### src/rtl/mem_access_stage.sv
// MEM pipeline stage: wait-stated, word-addressed data RAM behind an IDLE/BUSY/DONE FSM.
// Optional address fault detection is enabled by defining MEM_RANGE_CHECK_EN.
module mem_access_stage #(
   parameter int DATA_W      = 32,
   parameter int ADDR_W      = 6,
   parameter int BASE_ADDR   = 1024,
   parameter int WAIT_CYCLES = 2
) (
   input  logic              clk,
   input  logic              rst,
   input  logic [3:0]        dst,
   input  logic [DATA_W-1:0] alu_res,
   input  logic [DATA_W-1:0] val_rm,
   input  logic              mem_read,
   input  logic              mem_write,
   input  logic              wb_en,
   output logic [3:0]        dst_out,
   output logic [DATA_W-1:0] alu_res_out,
   output logic              mem_read_out,
   output logic              wb_en_out,
   output logic [DATA_W-1:0] mem_out,
   output logic              freeze,
   output logic              mem_err
);

   localparam int DEPTH = 1 << ADDR_W;

   typedef enum logic [1:0] {
      IDLE = 2'd0,
      BUSY = 2'd1,
      DONE = 2'd2
   } state_t;

   state_t            r_state;
   state_t            w_state_nxt;
   logic [3:0]        r_cnt;
   logic [3:0]        w_cnt_nxt;
   logic [DATA_W-1:0] r_ram [DEPTH];
   logic [DATA_W-1:0] r_mem_out;
   logic              r_mem_err;

   logic              w_req;
   logic              w_access;
   logic              w_fault;
   logic              w_ram_we;
   logic              w_load;
   logic [ADDR_W-1:0] w_idx;

   assign w_req = mem_read | mem_write;
   assign w_idx = ADDR_W'((alu_res - DATA_W'(BASE_ADDR)) >> 2);

`ifdef MEM_RANGE_CHECK_EN
   logic [DATA_W-1:0] w_word;

   // Full (untruncated) word index, so out-of-range addresses are caught before wrapping.
   assign w_word  = (alu_res - DATA_W'(BASE_ADDR)) >> 2;
   assign w_fault = (alu_res < DATA_W'(BASE_ADDR))
                  | ((w_word >> ADDR_W) != '0)
                  | (alu_res[1:0] != 2'b00);
`else
   assign w_fault = 1'b0;
`endif

   // NOTE: every output of this block gets a default first, so no path can infer a latch.
   always_comb begin
      w_state_nxt = r_state;
      w_cnt_nxt   = r_cnt;
      w_access    = 1'b0;
      freeze      = 1'b0;
      case (r_state)
         IDLE: begin
            if (w_req) begin
               freeze      = 1'b1;
               w_cnt_nxt   = 4'(WAIT_CYCLES);
               w_state_nxt = BUSY;
            end
         end
         BUSY: begin
            freeze = 1'b1;
            if (r_cnt != 4'd0) begin
               w_cnt_nxt = r_cnt - 4'd1;
            end else begin
               w_access    = 1'b1;
               w_state_nxt = DONE;
            end
         end
         DONE: begin
            // Inputs still belong to the finished instruction, so no request is taken here.
            w_state_nxt = IDLE;
         end
         default: begin
            w_state_nxt = IDLE;
         end
      endcase
   end

   // A reset landing on the access edge must not let the write through.
   assign w_ram_we = rst & w_access & mem_write & ~w_fault;
   assign w_load   = w_access & mem_read & ~mem_write;

   // NOTE: state registers use non-blocking assignments so all flops update together.
   always_ff @(posedge clk) begin
      if (!rst) begin
         r_state   <= IDLE;
         r_cnt     <= 4'd0;
         r_mem_out <= '0;
         r_mem_err <= 1'b0;
      end else begin
         r_state   <= w_state_nxt;
         r_cnt     <= w_cnt_nxt;
         r_mem_err <= w_access & w_fault;
         if (w_load) begin
            r_mem_out <= w_fault ? '0 : r_ram[w_idx];
         end
      end
   end

   // NOTE: the RAM array has no reset so it maps onto a synchronous-write memory macro.
   always_ff @(posedge clk) begin
      if (w_ram_we) begin
         r_ram[w_idx] <= val_rm;
      end
   end

   assign dst_out      = dst;
   assign alu_res_out  = alu_res;
   assign mem_read_out = mem_read;
   assign wb_en_out    = wb_en;
   assign mem_out      = r_mem_out;
   assign mem_err      = r_mem_err;

endmodule

### config.mk
export PLATFORM = sky130hd
export DESIGN_NAME = mem_access_stage
export DESIGN_NICKNAME = d
export VERILOG_FILES = /design/src/rtl/mem_access_stage.sv
export SDC_FILE = /design/constraint.sdc
export NUM_CORES = 2
export LEC_CHECK = 0
export ABC_CLOCK_PERIOD_IN_PS = 3580
export CORE_ASPECT_RATIO = 1.25
export CORE_MARGIN = 2
export CORE_UTILIZATION = 30
export DETAILED_ROUTE_END_ITERATION = 16
export PLACE_DENSITY = 0.51
export SLEW_MARGIN = 20
export SYNTH_ARGS = -nofsm -noshare
export SYNTH_HDL_FRONTEND = slang
export SYNTH_SLANG_ARGS = --single-unit
### constraint.sdc
create_clock -name clk -period 3.58 [get_ports clk]
set_clock_uncertainty 0.1 [all_clocks]
set_input_delay 0.716 -clock clk [delete_from_list [all_inputs] [get_ports clk]]
set_output_delay 0.716 -clock clk [all_outputs]
set_load 0.1 [all_outputs]
==> metrics.md <==
| Metric | Value |
|---|---|
| Total area of sequential cells | `62300 um2` |
| Crit path cell chain | `inv_1 -> ha_1 -> or3b_4 -> nor3b_4 -> nand3_1 -> nor2_1 -> nand2_1 -> buf_4 -> nor2_4 -> buf_4` |
| Fin. Hold Viols | `0` |
| DP HPWL | `180000 um` |
| CTS Buffer Depth | `4` |
| Full die area | `273000 um2` |
| Sequential share of the synthesized area | `77.3%` |
| Post-layout util | `36.0%` |
| Fmax | `300 MHz` |
| Pin count of the biggest net entering global routing | `71` |
| Post-CTS Resized | `0` |
| Global route total overflow | `0` |
| Static leakage | `31.1 nW` |
| Pint | `39.7 mW` |
| WHS | `0.145 ns` |
| Share of cells above drive strength 1 | `23.5%` |
| Starting DRT DRC Count | `5227` |
| CP peak stage delay | `0.40 ns` |
| Max cap viols | `0` |
| Hold path cells | `1` |
| Placed Cells | `8101` |
| Status | `complete, no violations` |
| Initial antenna violation count | `17` |
| Wirelength per Cell | `33.5 um` |
| Cts hold-fix bufs | `0` |
| Worst slew margin | `23.3%` |
| Global-route wire length before repair | `384000 um` |
| Vias per cell | `5.45` |
| Unique cell type count in the Yosys netlist | `78` |
| Count of flip-flops with a built-in enable after synthesis | `2048` |
| Reg-to-reg slack, setup | `0.24 ns` |
| Synthesized instance count | `4307` |
| Part of the cycle the worst path needs | `93.2%` |
| Logic gate share of total power | `6.4%` |
| Worst setup margin | `0.243 ns` |
| Switching Fraction | `22.5%` |
| Total Routing Usage GR | `20.3%` |
| CTS tree | `done` |
| Accumulated negative setup slack | `0 ns` |
| Initial Utilization | `30.2%` |
| Mapped Area | `80500 um2` |
| Max VDD drop | `0.403 mV` |
| Core Area | `267000 um2` |
| Worst slack, placed | `-0.254 ns` |
| Worst setup SP type | `flip-flop` |
| Slew @ Worst Pin | `1.14 ns` |
| Clock power frac | `41.1%` |
| Slew Viols, Final | `0` |
| RSZ-0062 raised after global routing | `no` |
| Via count | `46100` |
| Syn_area_per_cell | `18.7 um2` |
| Max H-tree Level | `4` |
| Critical path class | `reg2reg` |
| Antenna violation net count after detailed routing | `0` |
| Ports | `145` |
| Register bit total from synthesis | `2086` |
| Kind of end point of the critical path | `flip-flop` |
| Crit Reg-Reg Startpoint | `r_cnt[0]$_SDFFE_PN0P_` |
| R2R depth | `10` |
| IO buf count | `81` |
| TritonCTS Buffers | `210` |
| Clock sink count | `2086` |
| Crit path DAT | `3.72 ns` |
| Ys async rst share | `0%` |
| Gpl congestion | `0.876` |
| TritonRoute pass-1 iters | `5` |
| # DRC | `0` |
| Min-Delay Endpoint | `r_ram[45][12]$_DFFE_PP_` |
| RR Endpoint | `r_ram[23][15]$_DFFE_PP_` |
| Rows | `212` |
| Nets | `4857` |
| Switch Pwr | `11.6 mW` |
| Min-Delay Startpoint | `val_rm[12]` |
| Area occupied by multi-input gates | `16700 um2` |
| Fin crit period | `3.34 ns` |
| Chip Width | `467 um` |
| Clk_lat worst skew | `0.90 ns` |
| Area grow syn2layout | `19.4%` |
| Setup violators final | `0` |
| Root buffer selected by CTS | `clkbuf_16` |
| Design Area, Final | `96200 um2` |
| Final wirelength | `284000 um` |
| Slowest CP cell | `or3b_4` |
| # Post-CTS Setup Buffers | `0` |
| Critical path peak fanout | `14` |
| Pwr dens | `533 nW/um2` |
| WP data required | `3.96 ns` |
| Most used cell along the critical path | `buf_4` |
| Syn Nets | `4382` |
| CTS clk-pin slew, worst paths | `0.06 ns` |
| Fillers | `24900` |
| Vias in the first global route | `45300` |
| Hold crit path type | `in2reg` |
| CP startpoint | `r_cnt[0]$_SDFFE_PN0P_` |
| Synth warn | `0` |
| Seq pwr share | `52.5%` |
| Non-Filler Instances | `8469` |
| Top FF cell, synth | `edfxtp_1` |
| Pwr Total | `51.3 mW` |
| Placed instance area | `89700 um2` |
| Die H | `583 um` |
[cells in the final DEF (no fill, tap or decap), types with 13 or more instances in the layout]
master and instances:
a21oi_1 63, a221oi_1 243, a22o_1 14, a22oi_1 193, a31oi_1 40, and3_1 19
buf_12 154, buf_2 33, buf_4 396, clkbuf_1 50, clkbuf_16 213, clkinv_1 43
clkinv_2 27, dfxtp_1 38, edfxtp_1 2048, mux2_2 56, mux2i_1 439, mux4_2 124
nand2_1 81, nand3_1 62, nor2_1 126, nor2_4 69, nor3_1 18, o21ai_0 92
o21ai_1 13, o22a_1 17, o22ai_1 52
[cell type report]
class | count | area share, %
diodes | 5 | 0.0130
repair buffers | 591 | 6.57
multi-input cells | 1888 | 17.4
inverters | 5 | 0.0273
clock inverters | 95 | 0.865
clock buffers | 268 | 5.81
well taps | 3531 | 4.59
flip-flops and latches | 2086 | 64.7
[sequential cells by signal (all words and copies together) (netlist names)]
| signal | flops |
|---|---|
| r_ram | 2048 |
| r_cnt | 4 |
| r_state | 2 |
| mem_out | 32 |
[power groups by stage]
stage          Combinational, mW  Sequential [mW]  Clock, mW
3_3_place_gp                3.27             27.4          0
2_1_floorplan               1.56             27.5          0
6_report                    3.28             26.9       21.1
4_1_cts                     3.29             26.9       21.4
5_1_grt                     3.39             26.9       22.3
3_5_place_dp                3.29             27.4          0
[Yosys cell counts (14+ instances only)]
library cell | count | area share [%]
edfxtp_1 | 2048 | 76
mux2i_1 | 439 | 5.5
a221oi_1 | 243 | 2.6
a22oi_1 | 193 | 1.8
nor2_1 | 193 | 0.90
mux4_2 | 124 | 3.5
buf_2 | 110 | 0.68
o21ai_0 | 94 | 0.58
buf_4 | 89 | 0.83
nand2_1 | 83 | 0.39
clkbuf_1 | 64 | 0.30
a21oi_1 | 63 | 0.39
nand3_1 | 63 | 0.39
mux2_2 | 56 | 0.78
o22ai_1 | 52 | 0.40
buf_6 | 49 | 0.69
a31oi_1 | 40 | 0.31
dfxtp_1 | 38 | 0.94
and3_1 | 19 | 0.15
nor3_1 | 19 | 0.12
o22a_1 | 17 | 0.18
a22o_1 | 14 | 0.15
[cells by family after synthesis]
family / Yosys count / share of synthesized area (%)
buffers and inverters: 333 / 2.67
AND/OR/NAND/NOR: 430 / 2.41
adder cells (fa/ha/maj): 2 / 0.0311
other: 1 / 0.00466
flip-flops: 2086 / 77.3
XOR/XNOR: 2 / 0.0218
AO/OA/AOI/OAI: 829 / 7.75
multiplexers: 624 / 9.82
[worst max-delay path by stage]
| stage | depth (start not counted) | slack [ns] | to |
|---|---|---|---|
| after global placement | 8 | -0.26 | mem_out[11]$_SDFFE_PN0P_ |
| after floorplan | 9 | -0.29 | r_ram[57][0]$_DFFE_PP_ |
| after detailed placement | 8 | -0.25 | mem_out[11]$_SDFFE_PN0P_ |
| after global routing | 10 | 0.11 | r_ram[23][15]$_DFFE_PP_ |
| after CTS | 10 | 0.26 | r_ram[23][31]$_DFFE_PP_ |
| final | 10 | 0.24 | r_ram[23][15]$_DFFE_PP_ |
[per-layer routing]
metal	routed length [um]	vias to the layer above	part of all wire, %	global-route usage (%)
met3	19900	549	7.0	3.04
met1	107000	24700	38	24.8
met2	141000	2159	50	34.7
li1	-	18700	-	-
met5	77	-	0.027	0
met4	16400	12	5.8	10.3
[critical path: cells and delay by family (launching register included)]
kind / cells / cell delay [ns]
flops: 1 / 0.33
buf+inv: 3 / 0.67
fa+ha+maj: 1 / 0.14
simple gates: 6 / 1.68
Note: power is estimated with default switching activity, not from simulation.
